File: src/rtl/m_bpred_btb_pkg.sv
// Shared constants and helpers for the branch target buffer: stat width,
// entry range limits, weak counter initial values and the update classification.
package m_bpred_btb_pkg;

    localparam int STAT_W      = 32;
    localparam int MIN_ENTRIES = 2;
    localparam int MAX_ENTRIES = 16;
    localparam int MAX_CNT_W   = 4;

    typedef enum logic [1:0] {
        UPD_NONE,
        UPD_HIT,
        UPD_ALLOC,
        UPD_SKIP
    } upd_kind_e;

    // Weakly-taken is the counter midpoint; weakly-not-taken sits one below it.
    function automatic logic [MAX_CNT_W-1:0] cnt_weak_t(input int cnt_w);
        return MAX_CNT_W'(1) << (cnt_w - 1);
    endfunction

    function automatic logic [MAX_CNT_W-1:0] cnt_weak_nt(input int cnt_w);
        return cnt_weak_t(cnt_w) - MAX_CNT_W'(1);
    endfunction

    function automatic logic [STAT_W-1:0] sat_inc(input logic [STAT_W-1:0] v);
        return (&v) ? v : v + STAT_W'(1);
    endfunction

endpackage

File: src/rtl/m_bpred_btb_if.sv
// Pipeline-facing bundle of the branch target buffer: EX-stage update port,
// IF-stage lookup port, flush and statistics.
interface m_bpred_btb_if
    import m_bpred_btb_pkg::*;
#(
    parameter int ADDR_W = 11
) ();

    logic              w_flush;
    logic              w_be;
    logic [ADDR_W-1:0] w_baddr;
    logic              w_br;
    logic [ADDR_W-1:0] w_bdst;
    logic              w_bmis;
    logic [ADDR_W-1:0] w_paddr;
    logic              w_pre;
    logic              w_pr;
    logic [ADDR_W-1:0] w_pdst;
    logic [STAT_W-1:0] r_nupd;
    logic [STAT_W-1:0] r_nmis;

    modport master (
        output w_flush, w_be, w_baddr, w_br, w_bdst, w_bmis, w_paddr,
        input  w_pre, w_pr, w_pdst, r_nupd, r_nmis
    );

    modport slave (
        input  w_flush, w_be, w_baddr, w_br, w_bdst, w_bmis, w_paddr,
        output w_pre, w_pr, w_pdst, r_nupd, r_nmis
    );

endinterface

File: src/rtl/m_bpred_cam.sv
// Fully-associative match of one address against all valid tags;
// reports a hit and the lowest matching slot index.
module m_bpred_cam
    import m_bpred_btb_pkg::*;
#(
    parameter int ENTRIES = 4,
    parameter int ADDR_W  = 11,
    parameter int IDX_W   = 2
) (
    input  logic [ADDR_W-1:0]  key,
    input  logic [ADDR_W-1:0]  tag [ENTRIES],
    input  logic [ENTRIES-1:0] valid,
    output logic               hit,
    output logic [IDX_W-1:0]   idx
);

    // Scan from the top down so the lowest matching slot is the last writer.
    always_comb begin
        hit = 1'b0;
        idx = '0;
        for (int i = ENTRIES - 1; i >= 0; i--) begin
            if (valid[i] && (tag[i] == key)) begin
                hit = 1'b1;
                idx = IDX_W'(i);
            end
        end
    end

endmodule

File: src/rtl/m_bpred_btb.sv
// Branch target buffer: combinational IF lookup, EX update with saturating
// direction counters, true-LRU replacement, flush and update statistics.
module m_bpred_btb
    import m_bpred_btb_pkg::*;
#(
    parameter int ENTRIES  = 4,
    parameter int ADDR_W   = 11,
    parameter int CNT_W    = 2,
    parameter int ALLOC_NT = 1
) (
    input logic          w_clk,
    input logic          w_rst_n,
    m_bpred_btb_if.slave bus
);

    localparam int               IDX_W   = $clog2(ENTRIES);
    localparam logic [CNT_W-1:0] CNT_WT  = CNT_W'(cnt_weak_t(CNT_W));
    localparam logic [CNT_W-1:0] CNT_WNT = CNT_W'(cnt_weak_nt(CNT_W));
    localparam logic [CNT_W-1:0] CNT_MAX = '1;
    localparam logic [IDX_W-1:0] AGE_OLD = IDX_W'(ENTRIES - 1);

    logic [ENTRIES-1:0] valid_q;
    logic [ADDR_W-1:0]  tag_q [ENTRIES];
    logic [ADDR_W-1:0]  dst_q [ENTRIES];
    logic [CNT_W-1:0]   cnt_q [ENTRIES];
    logic [IDX_W-1:0]   age_q [ENTRIES];
    logic [STAT_W-1:0]  nupd_q;
    logic [STAT_W-1:0]  nmis_q;

    logic               p_hit;
    logic               u_hit;
    logic [IDX_W-1:0]   p_idx;
    logic [IDX_W-1:0]   u_idx;
    logic [IDX_W-1:0]   victim;
    logic [IDX_W-1:0]   touch;
    upd_kind_e          upd_kind;

    m_bpred_cam #(.ENTRIES(ENTRIES), .ADDR_W(ADDR_W), .IDX_W(IDX_W)) u_cam_lookup (
        .key   (bus.w_paddr),
        .tag   (tag_q),
        .valid (valid_q),
        .hit   (p_hit),
        .idx   (p_idx)
    );

    m_bpred_cam #(.ENTRIES(ENTRIES), .ADDR_W(ADDR_W), .IDX_W(IDX_W)) u_cam_update (
        .key   (bus.w_baddr),
        .tag   (tag_q),
        .valid (valid_q),
        .hit   (u_hit),
        .idx   (u_idx)
    );

    assign bus.w_pre  = p_hit;
    assign bus.w_pr   = p_hit & cnt_q[p_idx][CNT_W-1];
    assign bus.w_pdst = p_hit ? dst_q[p_idx] : '0;
    assign bus.r_nupd = nupd_q;
    assign bus.r_nmis = nmis_q;

    // Free slots are preferred over evicting the oldest one.
    always_comb begin
        victim = '0;
        for (int i = ENTRIES - 1; i >= 0; i--) begin
            if (age_q[i] == AGE_OLD) victim = IDX_W'(i);
        end
        for (int i = ENTRIES - 1; i >= 0; i--) begin
            if (!valid_q[i]) victim = IDX_W'(i);
        end

        upd_kind = UPD_NONE;
        if (bus.w_be && !bus.w_flush) begin
            if (u_hit)                          upd_kind = UPD_HIT;
            else if (ALLOC_NT != 0 || bus.w_br) upd_kind = UPD_ALLOC;
            else                                upd_kind = UPD_SKIP;
        end
        touch = (upd_kind == UPD_HIT) ? u_idx : victim;
    end

    always_ff @(posedge w_clk or negedge w_rst_n) begin
        if (!w_rst_n) begin
            valid_q <= '0;
            nupd_q  <= '0;
            nmis_q  <= '0;
            for (int i = 0; i < ENTRIES; i++) begin
                tag_q[i] <= '0;
                dst_q[i] <= '0;
                cnt_q[i] <= CNT_WNT;
                age_q[i] <= IDX_W'(i);
            end
        end else begin
            if (bus.w_flush) valid_q <= '0;

            if (bus.w_be) begin
                nupd_q <= sat_inc(nupd_q);
                if (bus.w_bmis) nmis_q <= sat_inc(nmis_q);
            end

            case (upd_kind)
                UPD_HIT: begin
                    if (bus.w_br) begin
                        if (cnt_q[touch] != CNT_MAX) cnt_q[touch] <= cnt_q[touch] + CNT_W'(1);
                        dst_q[touch] <= bus.w_bdst;
                    end else if (cnt_q[touch] != '0) begin
                        cnt_q[touch] <= cnt_q[touch] - CNT_W'(1);
                    end
                end
                UPD_ALLOC: begin
                    valid_q[touch] <= 1'b1;
                    tag_q[touch]   <= bus.w_baddr;
                    dst_q[touch]   <= bus.w_bdst;
                    cnt_q[touch]   <= bus.w_br ? CNT_WT : CNT_WNT;
                end
                default: ;
            endcase

            // Touched slot becomes youngest; only slots younger than it age.
            if (upd_kind == UPD_HIT || upd_kind == UPD_ALLOC) begin
                for (int j = 0; j < ENTRIES; j++) begin
                    if (IDX_W'(j) == touch)
                        age_q[j] <= '0;
                    else if (age_q[j] < age_q[touch])
                        age_q[j] <= age_q[j] + IDX_W'(1);
                end
            end
        end
    end

endmodule

File: src/flat_wrapper.sv
// flat-port wrapper written by rule: the top's interface ports become plain ports
module m_bpred_btb_flat import m_bpred_btb_pkg::*;
#(
    parameter int ENTRIES  = 4,
    parameter int ADDR_W   = 11,
    parameter int CNT_W    = 2,
    parameter int ALLOC_NT = 1
)
  (w_clk, w_rst_n, bus_w_flush, bus_w_be, bus_w_baddr, bus_w_br, bus_w_bdst, bus_w_bmis, bus_w_paddr, bus_w_pre, bus_w_pr, bus_w_pdst, bus_r_nupd, bus_r_nmis);
  m_bpred_btb_if #(.ADDR_W(ADDR_W)) bus_i ();
  input logic w_clk;
  input logic w_rst_n;
  input wire logic [$bits(bus_i.w_flush)-1:0] bus_w_flush;
  input wire logic [$bits(bus_i.w_be)-1:0] bus_w_be;
  input wire logic [$bits(bus_i.w_baddr)-1:0] bus_w_baddr;
  input wire logic [$bits(bus_i.w_br)-1:0] bus_w_br;
  input wire logic [$bits(bus_i.w_bdst)-1:0] bus_w_bdst;
  input wire logic [$bits(bus_i.w_bmis)-1:0] bus_w_bmis;
  input wire logic [$bits(bus_i.w_paddr)-1:0] bus_w_paddr;
  output wire logic [$bits(bus_i.w_pre)-1:0] bus_w_pre;
  output wire logic [$bits(bus_i.w_pr)-1:0] bus_w_pr;
  output wire logic [$bits(bus_i.w_pdst)-1:0] bus_w_pdst;
  output wire logic [$bits(bus_i.r_nupd)-1:0] bus_r_nupd;
  output wire logic [$bits(bus_i.r_nmis)-1:0] bus_r_nmis;
  assign bus_i.w_flush = bus_w_flush;
  assign bus_i.w_be = bus_w_be;
  assign bus_i.w_baddr = bus_w_baddr;
  assign bus_i.w_br = bus_w_br;
  assign bus_i.w_bdst = bus_w_bdst;
  assign bus_i.w_bmis = bus_w_bmis;
  assign bus_i.w_paddr = bus_w_paddr;
  assign bus_w_pre = bus_i.w_pre;
  assign bus_w_pr = bus_i.w_pr;
  assign bus_w_pdst = bus_i.w_pdst;
  assign bus_r_nupd = bus_i.r_nupd;
  assign bus_r_nmis = bus_i.r_nmis;
  m_bpred_btb #(.ENTRIES(ENTRIES), .ADDR_W(ADDR_W), .CNT_W(CNT_W), .ALLOC_NT(ALLOC_NT)) u_core (.w_clk(w_clk), .w_rst_n(w_rst_n), .bus(bus_i));
endmodule
File: config.mk
export PLATFORM = sky130hd
export DESIGN_NAME = m_bpred_btb_flat
export DESIGN_NICKNAME = d
export VERILOG_FILES = /design/src/rtl/m_bpred_btb_pkg.sv /design/src/rtl/m_bpred_btb_if.sv /design/src/rtl/m_bpred_cam.sv /design/src/rtl/m_bpred_btb.sv /design/src/flat_wrapper.sv
export SDC_FILE = /design/constraint.sdc
export NUM_CORES = 1
export LEC_CHECK = 0
export ABC_AREA = 1
export BUFFER_PORTS_ARGS = -buffer_cell sky130_fd_sc_hd__buf_2
export CAP_MARGIN = 40
export CORE_ASPECT_RATIO = 1.75
export CORE_UTILIZATION = 35
export DETAILED_ROUTE_END_ITERATION = 6
export GPL_ROUTABILITY_DRIVEN = 0
export PLACE_DENSITY_LB_ADDON = 0.05
export SYNTH_ARGS = -nofsm -noshare
export SYNTH_HDL_FRONTEND = slang
export SYNTH_SLANG_ARGS = --single-unit
File: constraint.sdc
create_clock -name w_clk -period 3.8 [get_ports w_clk]
set_input_delay 0.95 -clock w_clk [delete_from_list [all_inputs] [get_ports w_clk]]
set_output_delay 0.95 -clock w_clk [all_outputs]
set_load 0.03 [all_outputs]
==> impl_results.md <==
- Status: finished with violations
- Failing checks: negative setup slack
- Nature of the critical path endpoint: output port
- Distinct cells, synth: 45
- Number of port buffers: 115
- Prevailing post-synth register cell: dfrtp_1
- Clock net sink count: ~170
- Drt drc: 0
- Unrepaired setup endpoints after global routing: yes
- DP Wirelength: 27000 um
- H-Tree Depth: 4
- Critical path data arrival time: 3.07 ns
- Worst Hold Class: reg2reg
- Max VDD drop: 0.334 mV
- Tcrit/Tclk final: 106%
- Hold-fix buffers, CTS: 0
- Hold_ws: between 0.4 and 0.5 ns
- Count leader, synth: nand2_1
- Largest net degree at the start of global routing: 76
- Final hold vios: 0
- Total leakage power: 6.69 nW
- Fraction of layout cells with a size suffix above 1: between 20% and 30%
- CTS tree: done
- Initial DRC count: 498
- DR pass1 iterations: 5
- Worst setup margin: -0.219 ns
- Pins over their slew limit: 0
- Final setup skew: about 0.014 ns
- CTS Buffer Depth: 2
- Clock latency on the worst-skew pair: between 0.4 and 0.5 ns
- Std cell rows: 82
- Starting Density: 35.5%
- Class of the most critical setup path: in2out
- FILL cells: between 3000 and 4000
- Die Ht: 227 um
- Initial antenna violation count: 0
- Post-synth top area cell: dfrtp_1
- Setup tns final: -2.08 ns
- Cells after synthesis: 1367
- Fmax: 249 MHz
- Slew HR: 61.7%
- Max-Cap Viols: 0
- Area Overhead vs Synth: 30.8%
- Synth top area share: 40.5%
- Vias/cell: 4.86
- Final net count: roughly 1700
- Final Critical Period: 4.02 ns
- Fin area: roughly 0.013 mm2
- Worst Tran Pin Value: 0.574 ns
- CP Data Required Time: 2.85 ns
- Synthesized area: 0.0101 mm2
- Post-synthesis async set-or-reset flop share: between 90% and 100%
- Die ar.: 0.0297 mm2
- Core area: 0.0285 mm2
- EDFF count, synth: 0
- Syn nets: 1418
- Post-synthesis register bit count: 172
- Via count: ~10000
- Tot GR Track Use: 25.1%
- Root Buffer: clkbuf_16
- Final setup vio count: 12
- Remaining Overflow, GRT: 0
- Final ANT Viol Nets: 0
- Seq/Total Area, Yosys: between 40 and 50%
- Syn Area/Cell: ~7.4 um2
- Synth top area cells: dfrtp_1, nand2_1, inv_1
- Pre-CTS setup slack: -0.508 ns
- Vias in the first global route: roughly 10000
- Reg clk slew, reported paths: 0.06 ns
- Antenna cells: 0
- WL/cell: between 15 and 20 um
- CP Launch Type: primary input
- Io pins: about 120
- Synth warn: 0
- PD cells: 479 mW/mm2
- Drt total wl: 34900 um
- Commonest cells in the netlist: nand2_1, dfrtp_1, inv_1
- Area of placed instances: between 0.01 and 0.015 mm2
- First-pass GRT wire length: ~55000 um
- CTS buffer count: 17
- Worst Path Max Fanout: 8
- Die width: ~130 um
logic make-up after synthesis:
group	after synthesis	share of synthesized area, %
compound gates	171	9.72
xor+xnor	79	6.83
fa+ha+maj	12	1.48
buf+inv	191	7.37
flops	172	42.6
simple gates	742	32.0
worst paths after layout:
| kind | to | start | cells past startpoint | slack, ns |
|---|---|---|---|---|
| hold reg to reg | u_core.dst_q[26] | u_core.dst_q[26] | 2 | 0.48 |
| hold / removal | u_core.dst_q[26] | u_core.dst_q[26] | 2 | 0.48 |
| setup / recovery | bus_w_pdst[8] | bus_w_paddr[5] | 14 | -0.22 |
| min in group asynchronous | u_core.tag_q[6] | w_rst_n | 1 | 0.49 |
| setup reg to reg | u_core.cnt_q[1] | u_core.tag_q[1] | 22 | 0.47 |
| max in group asynchronous | u_core.tag_q[14] | w_rst_n | 2 | 2.35 |
layer usage:
metal	wire, um	part of all wire (%)	track usage [%]	vias to the layer above
met5	0	0	0	-
met3	1500	4.3	4.94	117
met4	3020	8.7	20.4	0
met1	12300	35	24.7	4484
met2	18100	52	45.0	269
li1	-	-	-	4850
what timing repair did:
item,4_1_cts,5_1_grt
gates cloned,1,1
endpoints found under the setup margin,13,20
pin swaps,21,31
buffers inserted,8,7
gates resized for setup,73,46
flip-flops by register name, indices dropped and copies added, names as in the netlist:
register,count
u_core.age_q,8
u_core.bus.r_nupd,32
u_core.valid_q,4
u_core.dst_q,44
u_core.tag_q,44
u_core.bus.r_nmis,32
u_core.cnt_q,8
final cells by class:
type / instances / area, um2 / share of cell area, %
Multi-Input combinational cell: 1004 / 5370 / 40.5
Timing Repair Buffer: 251 / 1880 / 14.2
Clock buffer: 21 / 450 / 3.40
Inverter: 162 / 627 / 4.73
Sequential cell: 172 / 4320 / 32.6
Tap cell: 378 / 473 / 3.57
Clock inverter: 11 / 134 / 1.01
layout by cell type, fill, tap and decap left out, types with 13 or more instances in the layout:
cell / netlist / final
nor2_2: 6 / 13
buf_4: 2 / 123
nor2_1: 143 / 133
inv_1: 146 / 137
nand2_1: 416 / 409
o21ai_0: 74 / 72
a21oi_1: 23 / 13
nand4_1: 30 / 30
o21ai_1: 31 / 33
dfrtp_1: 164 / 162
or2_2: 21 / 18
buf_2: 14 / 94
o211ai_1: 23 / 23
inv_2: 14 / 18
xor2_1: 46 / 44
nor3_1: 28 / 24
clkbuf_16: 0 / 18
xnor2_1: 33 / 31
buf_6: 0 / 20
nand3_1: 51 / 51
worst max-delay path: stages:
cell and delay, ns:
buf_6 0.10, inv_4 0.04, buf_4 0.14, buf_4 0.13, nand2_1 0.07, nand2_1 0.08
nor4_2 0.26, nand4_1 0.24, nand2_4 0.19, clkinvlp_4 0.20, clkbuf_16 0.21, o211ai_1 0.21
a21oi_2 0.11, buf_6 0.15
power by group:
group	internal, mW	total, mW	switching [mW]	leakage [nW]
Clock	0.995	1.77	0.777	0.276
Sequential	2.22	2.62	0.398	2.23
Combinational	0.768	1.96	1.19	4.18
stage by stage:
step	power, mW	instances	utilization, %
after global routing	6.79	1999	46.5
after detailed placement	4.48	1953	42.3
after floorplan	3.73	1367	-
after global placement	4.47	1953	42.3
after CTS	6.37	1993	45.7
final	6.35	1999	46.5
Note: power is estimated with default switching activity, not from simulation.
